## config.mk

```make
export PLATFORM = sky130hd
export DESIGN_NAME = yuv_csc_stream
export DESIGN_NICKNAME = d
export VERILOG_FILES = /design/src/rtl/yuv_csc_pkg.sv /design/src/rtl/yuv2rgb_pixel.sv /design/src/rtl/yuv_csc_stream.sv
export SDC_FILE = /design/constraint.sdc
export NUM_CORES = 2
export LEC_CHECK = 0
export CAP_MARGIN = 20
export CORE_MARGIN = 4
export CORE_UTILIZATION = 61
export DETAILED_ROUTE_END_ITERATION = 8
export GPL_TIMING_DRIVEN = 0
export PLACE_DENSITY = 0.84
export SYNTH_ARGS = -nofsm -noshare
export SYNTH_HDL_FRONTEND = slang
export SYNTH_SLANG_ARGS = --single-unit
```

## constraint.sdc

```tcl
create_clock -name i_clk -period 16.7 [get_ports i_clk]
set_clock_uncertainty 0.1 [all_clocks]
set_input_delay 3.34 -clock i_clk [delete_from_list [all_inputs] [get_ports i_clk]]
set_output_delay 3.34 -clock i_clk [all_outputs]
set_load 0.03 [all_outputs]
```

## src/rtl/yuv_csc_pkg.sv

```systemverilog
// Shared types, coefficients and helpers for the YUV->RGB streaming converter.
package yuv_csc_pkg;

  typedef enum logic [2:0] {IDLE, FILL, RUN, FLUSH, DRAIN} state_t;

  localparam int FIR_C0 = 21;
  localparam int FIR_C1 = 52;
  localparam int FIR_C2 = 159;

  localparam int CSC_Y  = 76284;
  localparam int CSC_RV = 104595;
  localparam int CSC_GU = 25624;
  localparam int CSC_GV = 53281;
  localparam int CSC_BU = 132251;

  function automatic logic [7:0] clip8(input int x);
    if (x < 0) return 8'd0;
    else if (x > 255) return 8'd255;
    else return x[7:0];
  endfunction

  // Taps a..f hold U[k-2]..U[k+3]; the sum always fits a signed 20-bit accumulator.
  function automatic logic [7:0] fir6(input logic [7:0] a, input logic [7:0] b,
                                      input logic [7:0] c, input logic [7:0] d,
                                      input logic [7:0] e, input logic [7:0] f);
    int               s;
    logic signed [19:0] s20;
    s = FIR_C0 * (int'(a) + int'(f)) - FIR_C1 * (int'(b) + int'(e))
      + FIR_C2 * (int'(c) + int'(d)) + 128;
    s20 = 20'(s);
    return clip8(int'(s20 >>> 8));
  endfunction

endpackage

```

## src/rtl/yuv2rgb_pixel.sv

```systemverilog
// Combinational colour-space conversion and clipping for a single pixel.
module yuv2rgb_pixel
  import yuv_csc_pkg::*;
(
  input  logic [7:0]  i_y,
  input  logic [7:0]  i_u,
  input  logic [7:0]  i_v,
  output logic [23:0] o_rgb
);

  logic signed [31:0] w_yt, w_ut, w_vt;
  logic signed [31:0] w_r, w_g, w_b;

  assign w_yt = CSC_Y * ($signed({24'd0, i_y}) - 32'sd16);
  assign w_ut = $signed({24'd0, i_u}) - 32'sd128;
  assign w_vt = $signed({24'd0, i_v}) - 32'sd128;

  assign w_r = (w_yt + CSC_RV * w_vt) >>> 16;
  assign w_g = (w_yt - CSC_GU * w_ut - CSC_GV * w_vt) >>> 16;
  assign w_b = (w_yt + CSC_BU * w_ut) >>> 16;

  assign o_rgb = {clip8(w_r), clip8(w_g), clip8(w_b)};

endmodule

```

## src/rtl/yuv_csc_stream.sv

```systemverilog
// Streaming YUV pair -> RGB pair converter with 6-tap chroma interpolation,
// per-row edge clamping and a global-stall two-stage output pipeline.
module yuv_csc_stream
  import yuv_csc_pkg::*;
#(
  parameter int WIDTH  = 320,
  parameter int HEIGHT = 240
) (
  input  logic        i_clk,
  input  logic        i_rst,
  input  logic        i_enable,
  input  logic        i_mode,
  input  logic        i_in_valid,
  output logic        o_in_ready,
  input  logic [47:0] i_in_data,
  output logic        o_out_valid,
  input  logic        i_out_ready,
  output logic [47:0] o_out_data,
  output logic        o_busy,
  output logic        o_done
);

  localparam int P  = WIDTH / 2;
  localparam int PW = $clog2(P + 1);
  localparam int RW = $clog2(HEIGHT + 1);

  state_t          r_state;
  logic            r_mode;
  logic [PW-1:0]   r_pair;
  logic [RW-1:0]   r_row;
  logic [1:0]      r_flush;
  logic [7:0]      r_wu [6];
  logic [7:0]      r_wv [6];
  logic [31:0]     r_yl [4];
  logic            r_s0_valid;
  logic            r_s1_valid;
  logic [7:0]      r_s1_y0, r_s1_y1, r_s1_ue, r_s1_ve, r_s1_uo, r_s1_vo;

  logic            w_stall, w_accept, w_flush_step, w_shift, w_load, w_complete;
  logic [7:0]      w_u_in, w_v_in, w_fir_u, w_fir_v;
  logic [23:0]     w_rgb_e, w_rgb_o;

  assign w_stall      = o_out_valid & ~i_out_ready;
  assign o_in_ready   = ((r_state == FILL) || (r_state == RUN)) && !w_stall;
  assign w_accept     = o_in_ready & i_in_valid;
  assign w_flush_step = (r_state == FLUSH) && !w_stall;
  assign w_shift      = w_accept | w_flush_step;
  assign w_load       = w_accept && (r_state == FILL) && (r_pair == '0);
  assign w_complete   = (w_accept && (r_state == RUN)) || w_flush_step;

  // Flush steps replicate the last chroma sample to clamp the right edge.
  assign w_u_in = w_flush_step ? r_wu[5] : i_in_data[31:24];
  assign w_v_in = w_flush_step ? r_wv[5] : i_in_data[23:16];

  always_ff @(posedge i_clk or posedge i_rst) begin
    if (i_rst) begin
      for (int i = 0; i < 6; i++) begin
        r_wu[i] <= '0;
        r_wv[i] <= '0;
      end
      for (int i = 0; i < 4; i++) r_yl[i] <= '0;
    end else if (w_shift) begin
      for (int i = 0; i < 5; i++) begin
        r_wu[i] <= w_load ? w_u_in : r_wu[i+1];
        r_wv[i] <= w_load ? w_v_in : r_wv[i+1];
      end
      r_wu[5] <= w_u_in;
      r_wv[5] <= w_v_in;
      for (int i = 0; i < 3; i++) r_yl[i] <= r_yl[i+1];
      r_yl[3] <= w_flush_step ? r_yl[3] : {i_in_data[47:32], i_in_data[15:0]};
    end
  end

  assign w_fir_u = fir6(r_wu[0], r_wu[1], r_wu[2], r_wu[3], r_wu[4], r_wu[5]);
  assign w_fir_v = fir6(r_wv[0], r_wv[1], r_wv[2], r_wv[3], r_wv[4], r_wv[5]);

  yuv2rgb_pixel u_even (.i_y(r_s1_y0), .i_u(r_s1_ue), .i_v(r_s1_ve), .o_rgb(w_rgb_e));
  yuv2rgb_pixel u_odd  (.i_y(r_s1_y1), .i_u(r_s1_uo), .i_v(r_s1_vo), .o_rgb(w_rgb_o));

  always_ff @(posedge i_clk or posedge i_rst) begin
    if (i_rst) begin
      r_s0_valid  <= 1'b0;
      r_s1_valid  <= 1'b0;
      r_s1_y0     <= '0;
      r_s1_y1     <= '0;
      r_s1_ue     <= '0;
      r_s1_ve     <= '0;
      r_s1_uo     <= '0;
      r_s1_vo     <= '0;
      o_out_valid <= 1'b0;
      o_out_data  <= '0;
    end else if (!w_stall) begin
      r_s0_valid  <= w_complete;
      r_s1_valid  <= r_s0_valid;
      r_s1_y0     <= r_yl[0][31:24];
      r_s1_y1     <= r_yl[0][23:16];
      r_s1_ue     <= r_wu[2];
      r_s1_ve     <= r_wv[2];
      r_s1_uo     <= r_mode ? r_yl[0][15:8] : w_fir_u;
      r_s1_vo     <= r_mode ? r_yl[0][7:0]  : w_fir_v;
      o_out_valid <= r_s1_valid;
      if (r_s1_valid) o_out_data <= {w_rgb_e, w_rgb_o};
    end
  end

  // Row/frame sequencing: 3 fill accepts, P-3 run accepts, 3 flush steps per row.
  always_ff @(posedge i_clk or posedge i_rst) begin
    if (i_rst) begin
      r_state <= IDLE;
      r_mode  <= 1'b0;
      r_pair  <= '0;
      r_row   <= '0;
      r_flush <= '0;
      o_busy  <= 1'b0;
      o_done  <= 1'b0;
    end else begin
      o_done <= 1'b0;
      case (r_state)
        IDLE: if (i_enable) begin
          r_state <= FILL;
          r_mode  <= i_mode;
          r_pair  <= '0;
          r_row   <= '0;
          o_busy  <= 1'b1;
        end
        FILL: if (w_accept) begin
          r_pair <= r_pair + 1'b1;
          if (r_pair == PW'(2)) r_state <= RUN;
        end
        RUN: if (w_accept) begin
          if (r_pair == PW'(P - 1)) begin
            r_pair  <= '0;
            r_flush <= '0;
            r_state <= FLUSH;
          end else begin
            r_pair <= r_pair + 1'b1;
          end
        end
        FLUSH: if (!w_stall) begin
          if (r_flush == 2'd2) begin
            if (r_row == RW'(HEIGHT - 1)) begin
              r_state <= DRAIN;
            end else begin
              r_row   <= r_row + 1'b1;
              r_state <= FILL;
            end
          end else begin
            r_flush <= r_flush + 1'b1;
          end
        end
        DRAIN: if (o_out_valid && i_out_ready && !r_s1_valid && !r_s0_valid) begin
          o_done  <= 1'b1;
          o_busy  <= 1'b0;
          r_state <= IDLE;
        end
        default: r_state <= IDLE;
      endcase
    end
  end

endmodule
```

==> reports/metrics.yaml <==
drv_cap: 0
cts_max_level: 2
io_pins: 106
finalWeightedCongestion: 0.973
via_count: 38500
start_util_pct: 61.8
clkTransAtPathRegs_ns: 0.07
antenna_found_initial: 2
yosys_most_used_dff: "dfrtp_1"
min_path_type: "flip-flop to flip-flop"
grt_usage_pct: 27.4
wl_met1_mm: 49.7
route.detailed.drc: 0
netlist_area_mm2: 0.0509
area_growth_pct: 7.58
clockRootBuffer: "clkbuf_16"
fin_crit_sh_pct: 65.7
route.antenna.remaining_nets: 0
synth_top_cell_by_area: "ha_1"
cts.path.max_buffers: 3
grt_setup_unrepaired: "false"
wl_met3_mm: 8.20
dr.first_iter.drc_count: 2320
period_needed_ns: 10.98
async_flop_share_pct: 100
synthCells: 5375
required_ns: 17.03
grt_pass1_wl_mm: 198
seq_area_frac_synth_pct: 17.1
cts_inserted_buffers: 41
ys_top_cells_by_count: "ha_1, inv_1, fa_1, dfrtp_1, o21ai_0"
slowest_delay_ns: 0.64
synth-seq-cells: 347
slowest_stage: "inv_1"
avgRoutedWirePerCell_um: 18.3
ys_top_cells_by_area: "ha_1, dfrtp_1, fa_1"
wl_mm: 121
crit_top_cell: "fa_1"
core_area_mm2: 0.0824
post-route-util_pct: 66.4
num_rows: 105
die_w_um: 297
yosysTopAreaCellShare_pct: 29.6
grt_pass1_vias: 39800
tritoncts: "done"
cts_resized: 0
cp-start-kind: "flip-flop"
cts_setup_buffers: 0
dpl.hpwl_mm: 101
via_per_inst: 5.81
path_class: "flip-flop to flip-flop"
fin_nets: 7207
postCtsHoldBufs: 0
stdcell_count: 6623
clock-sinks: 347
finalHoldViolCount: 0
fmax_mhz: 91.1
arrival_ns: 11.31
final_layout_size_suffix_gt1_share_pct: 5.19
firstDrtPassIters: 8
endpoint_kind: "flip-flop"
synth_fp_nets: 7056
yosysWarnings: 0
synth_edf_count: 0
dieHeight_um: 297
synth_area_per_cell_um2: 9.46
synth_cell_types: 80
finalSetupViolCount: 0
port_buffers: 105
slew_violations: 0
grt_start_max_net_pins: 120
wl_met2_mm: 56.5
worst_pin_slew_ns: 1.04
status: "finished, final reports clean"
dp_cells: 6553
yosysMostFrequentCell: "ha_1"
crit_fanout: 20
fin_tns_setup_ns: 0
grt-ovfl-total: 0
clk_latency_ns: 0.60
highest-signal-layer: "met4"
dieArea_mm2: 0.0881
relSlewSlack_pct: 30.9
[path summary, 6_finish.rpt]
path	startpoint	endpoint	slack [ns]	cells past startpoint
max	r_s1_uo[7]$_DFFE_PP0N_	o_out_data[11]$_DFFE_PP0P_	5.72	36
min	r_yl[45]$_DFFE_PP0P_	r_yl[77]$_DFFE_PP0P_	0.35	1
max reg2reg	r_s1_uo[7]$_DFFE_PP0N_	o_out_data[11]$_DFFE_PP0P_	5.72	36
min reg2reg	r_yl[45]$_DFFE_PP0P_	r_yl[77]$_DFFE_PP0P_	0.35	1
max in group asynchronous	i_rst	r_yl[96]$_DFFE_PP0P_	11.62	5
min in group asynchronous	i_rst	o_out_data[26]$_DFFE_PP0P_	3.07	2
[layout by cell type (no fill, tap or decap), types with 17 or more instances in the layout]
cell and count:
ha_1 1205, inv_1 1078, fa_1 422, dfrtp_1 347
o21ai_0 326, nand2_1 299, a21oi_1 216, xnor2_1 204
nor2_1 194, mux2_2 147, a21o_1 109, clkdlybuf4s50_1 105
xor2_1 94, clkbuf_1 72, nand3_1 70, nor3_1 53
o21bai_1 47, nand2b_1 42, clkbuf_16 41, nor2b_1 40
o21a_1 34, a211oi_1 32, o221a_2 24, and3_1 23
a31oi_1 21, nand4_1 19, or2_2 19, and2_1 17
or3_1 17
[stage by stage]
stage	cell area, µm²	setup slack [ns]	hold WS [ns]
6_report	54700	5.72	0.350
3_5_place_dp	53400	5.95	0.367
3_3_place_gp	53300	-0.609	0.358
4_1_cts	54700	5.75	0.340
2_1_floorplan	50900	3.64	0.340
5_1_grt	54700	5.16	0.366
[per-layer routing]
metal / vias up / global-route usage [%]
met1: 18600 / 34.3
met5: - / 0
met4: 0 / 13.0
met3: 339 / 4.68
met2: 1261 / 46.2
li1: 18300 / -
[worst max-delay path: cells and delay by family, from the launching register on]
| family | cells | cell delay (ns) |
|---|---|---|
| fa+ha+maj | 10 | 4.19 |
| buf+inv | 6 | 1.61 |
| compound gates | 13 | 2.83 |
| flops | 1 | 0.54 |
| mux | 1 | 0.54 |
| simple gates | 5 | 0.61 |
| xor+xnor | 1 | 0.39 |
[state kept, by name, indices dropped and copies added (netlist names), 48 cells and up]
register,count
r_yl,128
r_wu,48
r_wv,48
o_out_data,48
[cell type report]
cell class | count | area, µm²
Antenna cell | 1 | 2.50
Buffer | 79 | 298
Clock buffer | 54 | 1140
Clock inverter | 15 | 226
Fill cell | 6137 | 27600
Inverter | 1081 | 4070
Multi-Input combinational cell | 3868 | 37800
Sequential cell | 347 | 8680
Tap cell | 1070 | 1340
Timing Repair Buffer | 108 | 1130
[cell families (layout without fill, tap and decap cells)]
family	Yosys count	after routing	share of synthesized area (%)
xor+xnor	300	300	5.22
mux	153	153	3.38
fa+ha+maj	1627	1627	46.2
buf+inv	1160	1337	8.56
flops	347	347	17.1
compound gates	960	960	11.9
other cells	0	1	0
simple gates	828	828	7.59
Power is not shown: default switching activity piles up to over one toggle a cycle in this logic, so the estimate is an artifact.
